**config.mk**
```make
export PLATFORM = sky130hd
export DESIGN_NAME = freq_a_gate_counter
export DESIGN_NICKNAME = d
export VERILOG_FILES = /design/src/rtl/freq_a_gate_counter.sv
export SDC_FILE = /design/constraint.sdc
export NUM_CORES = 1
export LEC_CHECK = 0
export BUFFER_PORTS_ARGS = -buffer_cell sky130_fd_sc_hd__clkbuf_2
export CORE_ASPECT_RATIO = 0.5
export CORE_UTILIZATION = 54
export CTS_CLUSTER_SIZE = 12
export DETAILED_ROUTE_END_ITERATION = 6
export GPL_TIMING_DRIVEN = 0
export PLACE_DENSITY = 0.82
export SETUP_SLACK_MARGIN = 0.05
export SYNTH_ARGS = -nofsm -noshare
export SYNTH_HDL_FRONTEND = slang
export SYNTH_SLANG_ARGS = --single-unit
```
**constraint.sdc**
```tcl
create_clock -name clk -period 5.2 [get_ports clk]
set_clock_uncertainty 0.2 [all_clocks]
set_input_delay 1.04 -clock clk [delete_from_list [all_inputs] [get_ports clk]]
set_output_delay 1.04 -clock clk [all_outputs]
set_load 0.1 [all_outputs]
```
**src/rtl/freq_a_gate_counter.sv**
```systemverilog
// Gated edge counter: counts synchronized rising edges of sig_in between
// consecutive cout_b rising edges and hands the result to a reader via valid/ack.
module freq_a_gate_counter #(
  parameter int CNT_W       = 32,
  parameter int SYNC_STAGES = 2
) (
  input  logic             clk,
  input  logic             reset,
  input  logic             en,
  input  logic             sig_in,
  input  logic             cout_b,
  input  logic             rd_ack,
  output logic [CNT_W-1:0] freq_a,
  output logic             freq_valid,
  output logic             overflow,
  output logic             missed
);

  typedef enum logic [1:0] {
    S_IDLE,
    S_ARM,
    S_RUN
  } state_t;

  localparam logic [CNT_W-1:0] CNT_MAX = {CNT_W{1'b1}};

  logic [SYNC_STAGES-1:0] r_sync;
  logic                   r_s_prev;
  logic                   r_cout_b_d;
  state_t                 r_state;
  state_t                 w_state_next;
  logic [CNT_W-1:0]       r_cnt;
  logic [CNT_W-1:0]       w_cnt_next;
  logic                   r_ovf_int;
  logic                   w_ovf_next;
  logic                   w_latch;
  logic [CNT_W-1:0]       r_freq_a;
  logic                   r_freq_valid;
  logic                   r_overflow;
  logic                   r_missed;

  logic                   w_s_sync;
  logic                   w_sig_edge;
  logic                   w_gate;
  logic [CNT_W:0]         w_sum;
  logic                   w_sum_sat;
  logic [CNT_W-1:0]       w_latch_val;
  logic                   w_latch_ovf;

  assign w_s_sync   = r_sync[SYNC_STAGES-1];
  assign w_sig_edge = w_s_sync & ~r_s_prev;
  assign w_gate     = cout_b & ~r_cout_b_d;

  // An edge arriving in the gate cycle belongs to the interval being closed.
  assign w_sum       = {1'b0, r_cnt} + {{CNT_W{1'b0}}, w_sig_edge};
  assign w_sum_sat   = w_sum[CNT_W];
  assign w_latch_val = w_sum_sat ? CNT_MAX : w_sum[CNT_W-1:0];
  assign w_latch_ovf = r_ovf_int | w_sum_sat;

  always_ff @(posedge clk) begin
    if (reset) begin
      r_sync     <= '0;
      r_s_prev   <= 1'b0;
      r_cout_b_d <= 1'b0;
    end else begin
      r_sync     <= {r_sync[SYNC_STAGES-2:0], sig_in};
      r_s_prev   <= w_s_sync;
      r_cout_b_d <= cout_b;
    end
  end

  always_ff @(posedge clk) begin
    if (reset) begin
      r_state   <= S_IDLE;
      r_cnt     <= '0;
      r_ovf_int <= 1'b0;
    end else begin
      r_state   <= w_state_next;
      r_cnt     <= w_cnt_next;
      r_ovf_int <= w_ovf_next;
    end
  end

  always_comb begin
    w_state_next = r_state;
    w_cnt_next   = r_cnt;
    w_ovf_next   = r_ovf_int;
    w_latch      = 1'b0;
    if (!en) begin
      w_state_next = S_IDLE;
      w_cnt_next   = '0;
      w_ovf_next   = 1'b0;
    end else begin
      case (r_state)
        S_IDLE: begin
          w_state_next = S_ARM;
          w_cnt_next   = '0;
          w_ovf_next   = 1'b0;
        end
        S_ARM: begin
          // The partial interval before the first gate is discarded.
          w_cnt_next = '0;
          w_ovf_next = 1'b0;
          if (w_gate) begin
            w_state_next = S_RUN;
          end
        end
        S_RUN: begin
          if (w_gate) begin
            w_latch    = 1'b1;
            w_cnt_next = '0;
            w_ovf_next = 1'b0;
          end else if (w_sig_edge) begin
            if (r_cnt == CNT_MAX) begin
              w_ovf_next = 1'b1;
            end else begin
              w_cnt_next = r_cnt + CNT_W'(1);
            end
          end
        end
        default: begin
          w_state_next = S_IDLE;
          w_cnt_next   = '0;
          w_ovf_next   = 1'b0;
        end
      endcase
    end
  end

  // A latch always wins over rd_ack; an ack in the same cycle just marks the old data read.
  always_ff @(posedge clk) begin
    if (reset) begin
      r_freq_a     <= '0;
      r_freq_valid <= 1'b0;
      r_overflow   <= 1'b0;
      r_missed     <= 1'b0;
    end else if (w_latch) begin
      r_freq_a     <= w_latch_val;
      r_overflow   <= w_latch_ovf;
      r_freq_valid <= 1'b1;
      if (r_freq_valid) begin
        r_missed <= ~rd_ack;
      end
    end else if (rd_ack && r_freq_valid) begin
      r_freq_valid <= 1'b0;
      r_missed     <= 1'b0;
    end
  end

  assign freq_a     = r_freq_a;
  assign freq_valid = r_freq_valid;
  assign overflow   = r_overflow;
  assign missed     = r_missed;

endmodule

```
==> results of run 1 <==
tightest hold or removal path: stages (launching register included):
cell and delay [ns]:
dfxtp_1 0.31, nand2_1 0.05, a21oi_1 0.05
cells in the final DEF, fill, tap and decap left out, drive strengths merged, types with 3 or more instances in the layout:
| master | netlist | routed |
|---|---|---|
| bufinv | 0 | 4 |
| and4 | 12 | 12 |
| and2 | 4 | 4 |
| xnor2 | 16 | 16 |
| o31ai | 5 | 5 |
| a21o | 3 | 3 |
| nand4 | 23 | 23 |
| nor3 | 9 | 9 |
| nor2b | 6 | 6 |
| o21ai | 14 | 14 |
| buf | 14 | 14 |
| nand2b | 6 | 6 |
| or3 | 17 | 17 |
| nand3 | 21 | 21 |
| o211ai | 6 | 6 |
| a211oi | 32 | 32 |
| or4 | 10 | 10 |
| dfxtp | 74 | 74 |
| clkbuf | 21 | 71 |
| xor2 | 14 | 14 |
| a31oi | 3 | 3 |
| and3 | 5 | 5 |
| inv | 11 | 12 |
| nor2 | 49 | 49 |
| ha | 3 | 3 |
| nand2 | 28 | 28 |
| a31o | 3 | 3 |
| a21oi | 26 | 26 |
| nor4 | 5 | 5 |
sequential cells by signal, summed over array words and instances (netlist names):
| register | count |
|---|---|
| r_cnt | 32 |
| r_ovf_int | 1 |
| overflow | 1 |
| r_state | 2 |
| freq_a | 32 |
| r_s_prev | 1 |
| missed | 1 |
| r_sync | 2 |
| freq_valid | 1 |
| r_cout_b_d | 1 |
Yosys cell counts, types with 2 or more instances:
master / n / share of area
clkbuf_1: 19 / 0.019
and2_1: 3 / 0.0050
dfxtp_1: 74 / 0.39
nand3b_1: 2 / 0.0040
inv_1: 11 / 0.011
a21o_1: 3 / 0.0059
a21oi_1: 26 / 0.034
and3_1: 4 / 0.0066
a31oi_1: 3 / 0.0050
a31o_2: 3 / 0.0069
xor2_1: 14 / 0.032
nand3_1: 21 / 0.028
nand4_4: 2 / 0.011
nor2_1: 49 / 0.049
and4_1: 8 / 0.019
nor4_1: 4 / 0.0066
xnor2_1: 16 / 0.037
o21ai_0: 14 / 0.019
and4_4: 2 / 0.0059
nand2b_1: 6 / 0.0099
clkbuf_2: 2 / 0.0026
buf_2: 12 / 0.016
nor3_1: 6 / 0.0079
and4_2: 2 / 0.0053
or3_1: 16 / 0.026
ha_1: 3 / 0.0099
nor2b_1: 6 / 0.0099
nand2_1: 28 / 0.028
a211oi_1: 31 / 0.061
o31ai_1: 5 / 0.0099
o211ai_1: 6 / 0.012
or4_1: 9 / 0.018
nand4_1: 21 / 0.035
nor3_2: 3 / 0.0079
logic make-up (layout without fill, tap and decap cells):
| logic type | after synthesis | in the layout | synth area share |
|---|---|---|---|
| mux | 1 | 1 | 0.002645 |
| buf+inv | 46 | 102 | 0.05322 |
| compound gates | 97 | 97 | 0.1699 |
| fa+ha+maj | 3 | 3 | 0.009918 |
| simple gates | 200 | 200 | 0.3035 |
| flops | 74 | 74 | 0.3914 |
| xor+xnor | 30 | 30 | 0.06942 |
layout make-up:
class / count / area, sq um / share of cell area
multi-input cells: 331 / 2102 / 0.4697
flip-flops and latches: 74 / 1481 / 0.3310
clock buffers: 10 / 239.0 / 0.05340
repair buffers: 40 / 200.2 / 0.04473
plain buffers: 35 / 160.2 / 0.03578
clock inverters: 6 / 136.4 / 0.03047
well taps: 92 / 115.1 / 0.02572
inverters: 11 / 41.29 / 0.009226
worst paths after layout:
check	end	startpoint	slack (ns)	cells past startpoint
worst max register to register	freq_a[3]	r_s_prev	2.03	9
worst max-delay path	freq_a[3]	r_s_prev	2.03	9
worst min register to register	freq_a[12]	freq_a[12]	0.25	2
worst min-delay path	freq_a[12]	freq_a[12]	0.25	2
where the power goes:
| group | switching (uW) | internal, uW |
|---|---|---|
| sequential | 1.62 | 570 |
| clock | 244 | 532 |
| combinational | 21.9 | 6.62 |
| total | 268 | 1110 |
routing by layer:
layer,track usage,vias to the layer above,part of all wire,routed length (um)
met3,0.09537,37,0.090,924
met1,0.3988,1654,0.46,4741
met4,0.1446,0,0.025,253
met2,0.4581,189,0.42,4356
li1,-,1753,-,-
met5,0,-,0,0
through the flow:
| step | hold slack (ns) | worst slack, ns | instance area [sq um] | std cells | util |
|---|---|---|---|---|---|
| global placement | 0.2339 | 2.022 | 4100 | 583 | 0.6096 |
| finish | 0.2546 | 2.027 | 4476 | 599 | 0.6654 |
| floorplan | 0.2138 | 2.627 | 3785 | 451 | - |
| detailed placement | 0.2483 | 2.045 | 4100 | 583 | 0.6096 |
| CTS | 0.2561 | 2.095 | 4476 | 599 | 0.6654 |
| global route | 0.2685 | 1.905 | 4476 | 599 | 0.6654 |
==> impl_results.md, run 1 <==
* Floorplan row count at 21
* Overall power at 1376 uW
* IO Port Bufs at 40
* Slowest CP cell: clkbuf_1
* Inserted Diodes at 0
* Fin nets at approximately 510
* Worst Path Required at 5.19 ns
* Clock transition at path regs at 0.06 ns
* Die ar. at 7368 sq um
* Relative slew slack at 0.5615
* Mapped Cells at 451
* FILL cells at 564
* WL per Instance at 17.15 um
* Critical Path End Type: flop
* Hold buffer count at cts at 0
* Chip Width at about 120 um
* Crit-path max FO at 10
* Starting Density at 0.5627
* Max Buffers Root-to-Sink at 2
* Clock root cell: clkbuf_16
* Final TNS setup at 0 ns
* DRC at 0
* Hold Vio Cnt, Final at 0
* RSZ-0062 raised after global routing: no
* Minimum clock period at 3.173 ns
* Ys async rst share at 0
* GRT Overall Usage at 0.3020
* # setup viols final at 0
* Power per cell area at 307.5 nW/um^2
* Share of cells above drive strength 1 at 0.1795
* Vias per cell at 6.065
* Critical-path cell list: nand2b_1 -> inv_1 -> ha_1 -> ha_1 -> and4_2 -> clkbuf_1 -> a31oi_1 -> clkbuf_1 -> a211oi_1
* Period utilization at 0.6103
* WP data arrival at around 3.2 ns
* CTS H-Tree Depth at 3
* CTS tree: done
* Largest net degree at the start of global routing at 14
* Mapped Nets at 460
* FMAX at 0.3151 GHz
* IO Pins at slightly above 40
* Synth Area per Inst at 8.392 sq um
* Hold crit path type: reg2reg
* Cell family with most CP delay: buffers and inverters
* Sink Count at 74
* Die Span Y at 61.20 um
* Post-route ant nets at 0
* Mapped Area at 3785 sq um
* Core box area at 6726 sq um
* Largest stage delay on the critical path at 0.56 ns
* Yosys warns at 0
* Number of global-route vias before repair at 3,314
* Setup Fix Bufs, Post-CTS at 0
* Pre-antenna DRT Iters at 6
* Status: finished clean
* Max-slew violations at 0
* Seq/Total Area, Yosys at 0.3914
* Total gr overflow at 0
* Area growth from synthesis to layout at 18.25%
* Max-cap violations at 0
* Critical path type: reg2reg
* Unique masters post-synth at 51
* VDD IR max at 0.0001341 V
* Via count at 3,633
* Final GP Congestion at 0.9501
* Number of synthesized register bits at between 70 and 80
* Crit path buf inv count at 3
* Worst-Skew Late Latency at 0.35 ns
* Lkg Pwr at 0.001516 uW
* Worst-Margin Slew at about 0.66 ns
* Final HPWL from detailed placement at approximately 7000 um
* First-pass GRT wire length at ~17,000 um
* Post-CTS sizing at 0
* Critical Path Start Type: flop
* Antenna violations before repair at 0
* Dominant register cell in the synthesized netlist: dfxtp_1
* Number of synthesized flops with an enable pin at 0
* Initial DRC Count at 300
* Total CTS buffers at 9
* Routed wire length at 10,280 um
Note: power is estimated with default switching activity, not from simulation.
==> run 2: changes to the inputs <==
--- a/config.mk
+++ b/config.mk
@@ -5,6 +5,7 @@
 export SDC_FILE = /design/constraint.sdc
 export NUM_CORES = 1
 export LEC_CHECK = 0
+export ABC_AREA = 1
 export BUFFER_PORTS_ARGS = -buffer_cell sky130_fd_sc_hd__clkbuf_2
 export CORE_ASPECT_RATIO = 0.5
 export CORE_UTILIZATION = 54
==> constraint.sdc (replaced) <==
create_clock -name clk -period 3.3 [get_ports clk]
set_clock_uncertainty 0.2 [all_clocks]
set_input_delay 0.66 -clock clk [delete_from_list [all_inputs] [get_ports clk]]
set_output_delay 0.66 -clock clk [all_outputs]
set_load 0.1 [all_outputs]
==> run 2 against run 1 <==
Against the previous run: routed wire length rose by 18%; critical endpoint is now freq_a[31]; first-iteration DRC count increased by 42%; synthesized cell count up 42%; sequential share of layout area decreased by 2.4 points; power rose by 41%; highest routed layer unchanged; non-clock buffer count is 17 lower; largest power group unchanged; cell area up 7.7%; register-to-register slack worse by 1.8 ns.
==> impl_results.md, run 2 <==
* Final non-filler cell total at 791 (+32%)
* # setup viols final at 0 (unchanged)
* Unique masters post-synth at 32 (-37%)
* FILL cells at 679 (+20%)
* IO Pins at 41 (unchanged)
* Crit path buf inv count at 4 (+1)
* Clock root cell: clkbuf_16
* FMAX at 0.3290 GHz (+4.4%)
* WL per Instance at 15.28 um (-11%)
* Inserted Diodes at 0 (unchanged)
* Routed wire length at 12,090 um (+18%)
* Post-route ant nets at 0 (unchanged)
* VDD IR max at 0.0002489 V (+86%)
* CTS H-Tree Depth at 3 (unchanged)
* Starting Density at 0.5660 (+0.003307)
* Vias per cell at 5.430 (-10%)
* Critical path type: reg2reg
* Worst reg2reg setup slack at 0.26 ns (-1.77 ns)
* CP dominant cell by count: nor2_1
* Antenna violations before repair at 0 (unchanged)
* Lkg Pwr at 0.001831 uW (+21%)
* Power per cell area at 402.3 nW/um^2 (+31%)
* WP data arrival at 3.10 ns (-0.06 ns)
* Area growth from synthesis to layout at 14.63%
* CP startpoint: r_sync[1]
* First-pass GRT wire length at 20,110 um (+21%)
* Final GP Congestion at 1.026 (+8.0%)
* Clock transition at path regs at 0.06 ns (about the same)
* Mapped Area at 4207 sq um (+11%)
* Cell accounting for the most synthesized area: dfxtp_1
* Multi-input gate area at 2369 sq um (+13%)
* End of the critical path: freq_a[31]
* Max-cap violations at 0 (unchanged)
* Most frequent cells in the layout: 183 x nand2_1, 115 x nor2_1, 74 x dfxtp_1
* Die Span Y at 64.41 um (+5.2%)
* CTS tree: done
* DRC at 0 (unchanged)
* Crit-path max FO at 10 (unchanged)
* Setup Fix Bufs, Post-CTS at 0 (unchanged)
* Number of synthesized flops with an enable pin at 0 (unchanged)
* Largest stage delay on the critical path at 0.35 ns (-0.21 ns)
* Max Buffers Root-to-Sink at 2 (unchanged)
* Number of global-route vias before repair at 3,986 (+20%)
* Synth Area per Inst at 6.573 sq um (-22%)
* Final HPWL from detailed placement at 9406 um (+32%)
* Power Internal at 1513 uW (+37%)
* Post-CTS sizing at 0 (unchanged)
* Total gr overflow at 0 (unchanged)
* Synth top area share at 0.3522 (-0.03923)
* RSZ-0062 raised after global routing: no
* Floorplan row count at 22 (+4.8%)
* Met1 track demand over resource at 0.4646 (+0.06583)
* Share of cells above drive strength 1 at 0.1683 (-0.01114)
* Worst-Margin Slew at 0.8205 ns (+0.1628 ns)
* Most instantiated cells after synthesis: 183 x nand2_1, 115 x nor2_1, 74 x dfxtp_1
* Cell family with most CP delay: simple AND/OR/NAND/NOR gates
* Fin nets at 700 (+37%)
* Power share of the clock group at 0.504 (-0.060)
* Net Sw Frac at 0.2200 (+0.02534)
* Largest net degree at the start of global routing at 13 (-1)
* Hold buffer count at cts at 0 (unchanged)
* R2R Path End: freq_a[31]
* Reported net switching power at 426.7 uW (+59%)
* Via count at 4,295 (+18%)
* Total CTS buffers at 9 (unchanged)
* Gate power share at 0.032 (+0.011)
* Ys async rst share at 0 (unchanged)
* Hold crit path type: reg2reg
* Critical-path cell list: inv_1 -> nor2_1 -> clkbuf_2 -> ha_1 -> ha_1 -> inv_1 -> nor2_4 -> nand2_4 -> nor2_4 -> nand2_1 -> buf_2 -> o21ai_0 -> nor2_1 -> nor2_1
* Number of synthesized register bits at 74 (unchanged)
* Reg area at 1481 sq um (unchanged)
* Chip Width at 126.8 um (+5.3%)
* Cell with the most instances after synthesis: nand2_1
* Critical Path Start Type: flop
* Core box area at 7432 sq um (+10%)
* Placed Area at 4527 sq um (+10%)
* Busiest grt layer: met2
* Register share of total power at 0.464 (+0.049)
* Hold Vio Cnt, Final at 0 (unchanged)
* Initial DRC Count at 426 (+42%)
* GR Util met2 at 0.4828 (+0.02470)
* Mapped Cells at 640 (+42%)
* Commonest non-fill, non-tap cell in the layout: nand2_1
* M3 GR Usage at 0.07845 (-0.01692)
* Dominant register cell in the synthesized netlist: dfxtp_1
* Placed cells at 776 (+33%)
* Crit path depth at 14 (+5)
* Relative slew slack at 0.4501 (-0.1115)
* Worst r2r src: r_sync[1]
* GRT Overall Usage at 0.3233 (+0.02134)
* Pre-antenna DRT Iters at 6 (unchanged)
* Worst-Skew Late Latency at 0.33 ns (-0.02 ns)
* Mapped Nets at 649 (+41%)
* Cell area after layout at 4822 sq um (+7.7%)
* IO Port Bufs at 40 (unchanged)
* Yosys warns at 0 (unchanged)
* Critical Path End Type: flop
* Top post-synthesis cells by area: dfxtp_1 35%, nand2_1 16%, nor2_1 10%, inv_1 5.2%, o21ai_0 4.5%
* Max-slew violations at 0 (unchanged)
* WHS at 0.2102 ns (-0.04434 ns)
* Die ar. at 8168 sq um (+11%)
* Slowest CP cell: nor2_1
* Minimum clock period at 3.040 ns (-0.1337 ns)
* Worst Path Required at 3.36 ns (-1.83 ns)
* Seq/Total Area, Yosys at 0.3522 (-0.03923)
* Status: finished clean
* Final TNS setup at 0 ns (unchanged)
* Reg2Reg Depth at 14 (+5)
* Sink Count at 74 (unchanged)
* Period utilization at 0.9211 (+0.3108)
## run 2: changes by cell type after synthesis, moves of 12 or more
| cell | previous run | this run |
|---|---|---|
| nand4_1 | 21 | 5 |
| clkbuf_1 | 19 | 7 |
| nor2_1 | 49 | 115 |
| nand2_1 | 28 | 183 |
| a21oi_2 | 0 | 20 |
| nand2_2 | 0 | 13 |
| inv_1 | 11 | 58 |
| or3_1 | 16 | 0 |
| a211oi_1 | 31 | 0 |
| o21ai_0 | 14 | 38 |
## run 2: kinds of logic after synthesis
kind of cell | Yosys count | share of synthesized area
AOI/OAI and AO/OA | 93 | 0.1309
xor gates and xnor gates | 26 | 0.05413
adders and majority gates | 3 | 0.008924
buffers and inverters | 81 | 0.08477
DFF | 74 | 0.3522
and+or+nand+nor | 363 | 0.3691
## run 2: layer usage
metal | vias up | share of wire
met5 | - | 0
met4 | 0 | 0.015
met3 | 22 | 0.10
met2 | 187 | 0.40
met1 | 1976 | 0.48
li1 | 2110 | -
## run 2: cell type report
| type | instances | area share |
|---|---|---|
| inverter | 63 | 0.04956 |
| tap | 96 | 0.02491 |
| clock buffer | 10 | 0.04956 |
| buffer | 18 | 0.02465 |
| multi-input combinational | 485 | 0.4912 |
| sequential | 74 | 0.3072 |
| timing repair buffer | 40 | 0.04152 |
| clock inverter | 5 | 0.01142 |
## run 2: per-stage QoR
stage / util / setup slack, ns / power [uW]
global placement: 0.6091 / 0.2511 / 980.2
detailed placement: 0.6091 / 0.1903 / 980.9
finish: 0.6488 / 0.2604 / 1940
CTS: 0.6487 / 0.1598 / 1943
global route: 0.6488 / 0.05813 / 1995
floorplan: - / 0.7788 / 963.8
## run 2: power by group through the flow
stage / clock network, uW / registers [uW] / logic [uW]
finish: 978 / 901 / 61.1
global route: 1030 / 901 / 65.8
CTS: 981 / 901 / 60.9
detailed placement: 0 / 920 / 60.6
global placement: 0 / 920 / 60.2
floorplan: 0 / 934 / 29.8
## run 2: worst min-delay path by stage
| stage | from | slack, ns | to | cells past startpoint |
|---|---|---|---|---|
| floorplan | r_sync[0] | 0.19 | r_sync[1] | 2 |
| global placement | r_sync[0] | 0.20 | r_sync[1] | 2 |
| detailed placement | r_sync[0] | 0.20 | r_sync[1] | 2 |
| CTS | r_sync[0] | 0.21 | r_sync[1] | 2 |
| global route | r_sync[0] | 0.23 | r_sync[1] | 2 |
| finish | r_sync[0] | 0.21 | r_sync[1] | 2 |
## run 2: worst register-to-register path, stage by stage (launching register included)
cell,delay (ns)
dfxtp_1,0.31
inv_1,0.04
nor2_1,0.35
clkbuf_2,0.35
ha_1,0.32
ha_1,0.23
inv_1,0.08
nor2_4,0.18
nand2_4,0.10
nor2_4,0.18
nand2_1,0.16
buf_2,0.22
o21ai_0,0.09
nor2_1,0.06
nor2_1,0.11
==> run 3: changes to the inputs <==
==> constraint.sdc (replaced) <==
create_clock -name clk -period 3.7 [get_ports clk]
set_clock_uncertainty 0.2 [all_clocks]
set_input_delay 0.74 -clock clk [delete_from_list [all_inputs] [get_ports clk]]
set_output_delay 0.74 -clock clk [all_outputs]
set_load 0.1 [all_outputs]
==> run 3 against run 2 <==
Against the previous run: non-clock buffer count unchanged; critical path depth unchanged; routed wire length increased by 0.25%; global-route usage unchanged; largest power group unchanged; cell area about the same; register-to-register slack improved by 0.25 ns; sequential share of layout area about the same; hold slack about the same; sequential cell count unchanged; die area unchanged; core utilization about the same.
==> impl_results.md, run 3 (synthesis results as in run 2) <==
* Placed Area at 4527 sq um (unchanged)
* Final GP Congestion at 1.026 (unchanged)
* First-pass GRT wire length at 20,110 um (unchanged)
* Initial DRC Count at 426 (unchanged)
* Number of global-route vias before repair at 3,986 (unchanged)
* Clock transition at path regs at 0.06 ns (about the same)
* DRC at 0 (unchanged)
* WL per Instance at 15.32 um (+0.25%)
* Routed wire length at 12,120 um (+0.25%)
* Largest net degree at the start of global routing at 13 (unchanged)
* # setup viols final at 0 (unchanged)
* Final TNS setup at 0 ns (unchanged)
* Total CTS buffers at 9 (unchanged)
* Critical path type: reg2reg
* RSZ-0062 raised after global routing: no
* Core box area at 7432 sq um (unchanged)
* Critical Path Start Type: flop
* Share of cells above drive strength 1 at 0.1669 (-0.001439)
* Setup Fix Bufs, Post-CTS at 0 (unchanged)
* Die ar. at 8168 sq um (unchanged)
* VDD IR max at 0.0002214 V (-11%)
* Vias per cell at 5.416 (-0.26%)
* Reported net switching power at 380.0 uW (-11%)
* Worst slack at placement at 0.5903 ns (+0.4000 ns)
* Register share of total power at 0.464 (about the same)
* Power per cell area at 358.7 nW/um^2 (-11%)
* Gate power share at 0.031 (about the same)
* Starting Density at 0.5660 (unchanged)
* Floorplan row count at 22 (unchanged)
* Hold Crit Depth at 2 (unchanged)
* FILL cells at 679 (unchanged)
* Final HPWL from detailed placement at 9406 um (unchanged)
* Worst-Skew Late Latency at 0.33 ns (about the same)
* Via count at 4,284 (-0.26%)
* Final WS setup at 0.5099 ns (+0.2496 ns)
* Relative slew slack at 0.4554 (+0.005305)
* Sink Count at 74 (unchanged)
* GRT Overall Usage at 0.3233 (unchanged)
* Worst-Margin Slew at 0.8125 ns (-0.007914 ns)
* CTS H-Tree Depth at 3 (unchanged)
* IO Port Bufs at 40 (unchanged)
* R2R Path End: freq_a[31]
* Reg2Reg Depth at 14 (unchanged)
* Most frequent cells in the layout: 183 x nand2_1, 115 x nor2_1, 74 x dfxtp_1
* Hold buffer count at cts at 0 (unchanged)
* Max Buffers Root-to-Sink at 2 (unchanged)
* Minimum clock period at 3.190 ns (+0.1505 ns)
* Post-route ant nets at 0 (unchanged)
* Max-cap violations at 0 (unchanged)
* FMAX at 0.3135 GHz (-4.7%)
* Clock root cell: clkbuf_16
* IO Pins at 41 (unchanged)
* Power Internal at 1349 uW (-11%)
* Inserted Diodes at 0 (unchanged)
* Worst reg2reg setup slack at 0.51 ns (+0.25 ns)
* Total gr overflow at 0 (unchanged)
* CP startpoint: r_sync[1]
* Power share of the clock group at 0.504 (about the same)
* Die Span Y at 64.41 um (unchanged)
* Pre-antenna DRT Iters at 5 (-1)
* Max-slew violations at 0 (unchanged)
* Antenna violations before repair at 0 (unchanged)
* Cell area after layout at 4821 sq um (about the same)
* Fin nets at 700 (unchanged)
* Crit-path max FO at 10 (unchanged)
* Hold Vio Cnt, Final at 0 (unchanged)
* Chip Width at 126.8 um (unchanged)
* Commonest non-fill, non-tap cell in the layout: nand2_1
* Area growth from synthesis to layout at 14.60% (about the same)
* CTS tree: done
* Post-CTS sizing at 0 (unchanged)
* Net Sw Frac at 0.2197 (-0.0002681)
* Period utilization at 0.8622 (-0.05892)
* Worst Path Required at 3.76 ns (+0.40 ns)
* WP data arrival at 3.25 ns (+0.15 ns)
* WHS at 0.2102 ns (-0.00004600 ns)
* End of the critical path: freq_a[31]
* Worst r2r src: r_sync[1]
* Lkg Pwr at 0.001828 uW (-0.18%)
* Critical Path End Type: flop
* Status: finished clean
* Hold crit path type: reg2reg
-- run 3: critical path, stage by stage (launching register included) --
cell	delay, ns
dfxtp_1	0.31
inv_1	0.04
nor2_1	0.35
clkbuf_1	0.47
ha_1	0.35
ha_1	0.22
inv_1	0.08
nor2_4	0.18
nand2_4	0.10
nor2_4	0.18
nand2_1	0.16
buf_2	0.22
o21ai_0	0.09
nor2_1	0.06
nor2_1	0.11
-- run 3: worst min-delay path by stage --
stage	to	slack (ns)	from
4_1_cts	r_sync[1]	0.21	r_sync[0]
6_report	r_sync[1]	0.21	r_sync[0]
5_1_grt	r_sync[1]	0.23	r_sync[0]
3_3_place_gp	r_sync[1]	0.20	r_sync[0]
2_1_floorplan	r_sync[1]	0.19	r_sync[0]
3_5_place_dp	r_sync[1]	0.20	r_sync[0]
-- run 3: power groups by stage --
stage	combinational, uW	sequential (uW)	clock (uW)
floorplan	26.6	833	0
global placement	53.7	821	0
detailed placement	54.1	821	0
CTS	54.3	803	875
global route	58.6	803	918
finish	54.4	803	872
-- run 3: routing by layer --
layer	vias up	wire length, um	global-route usage	share of wire
met5	-	0	0	0
met4	0	170	0.08333	0.014
met3	22	1297	0.07845	0.11
met2	187	4835	0.4828	0.40
met1	1966	5814	0.4646	0.48
li1	2109	-	-	-
-- run 3: metrics by stage --
stage                     power [uW]    util  cells
after detailed placement       874.8  0.6091    776
after floorplan                859.6       -    640
final                           1729  0.6487    791
after global placement         874.2  0.6091    776
after CTS                       1733  0.6487    791
after global routing            1780  0.6487    791
-- run 3: final cells by class --
| class | instances | area (sq um) | area share |
|---|---|---|---|
| clock buffers | 10 | 239.0 | 0.04957 |
| repair buffers | 40 | 200.2 | 0.04153 |
| clock inverters | 5 | 55.05 | 0.01142 |
| inverters | 63 | 239.0 | 0.04957 |
| multi-input cells | 485 | 2369 | 0.4913 |
| well taps | 96 | 120.1 | 0.02492 |
| plain buffers | 18 | 117.6 | 0.02440 |
| flip-flops and latches | 74 | 1481 | 0.3073 |
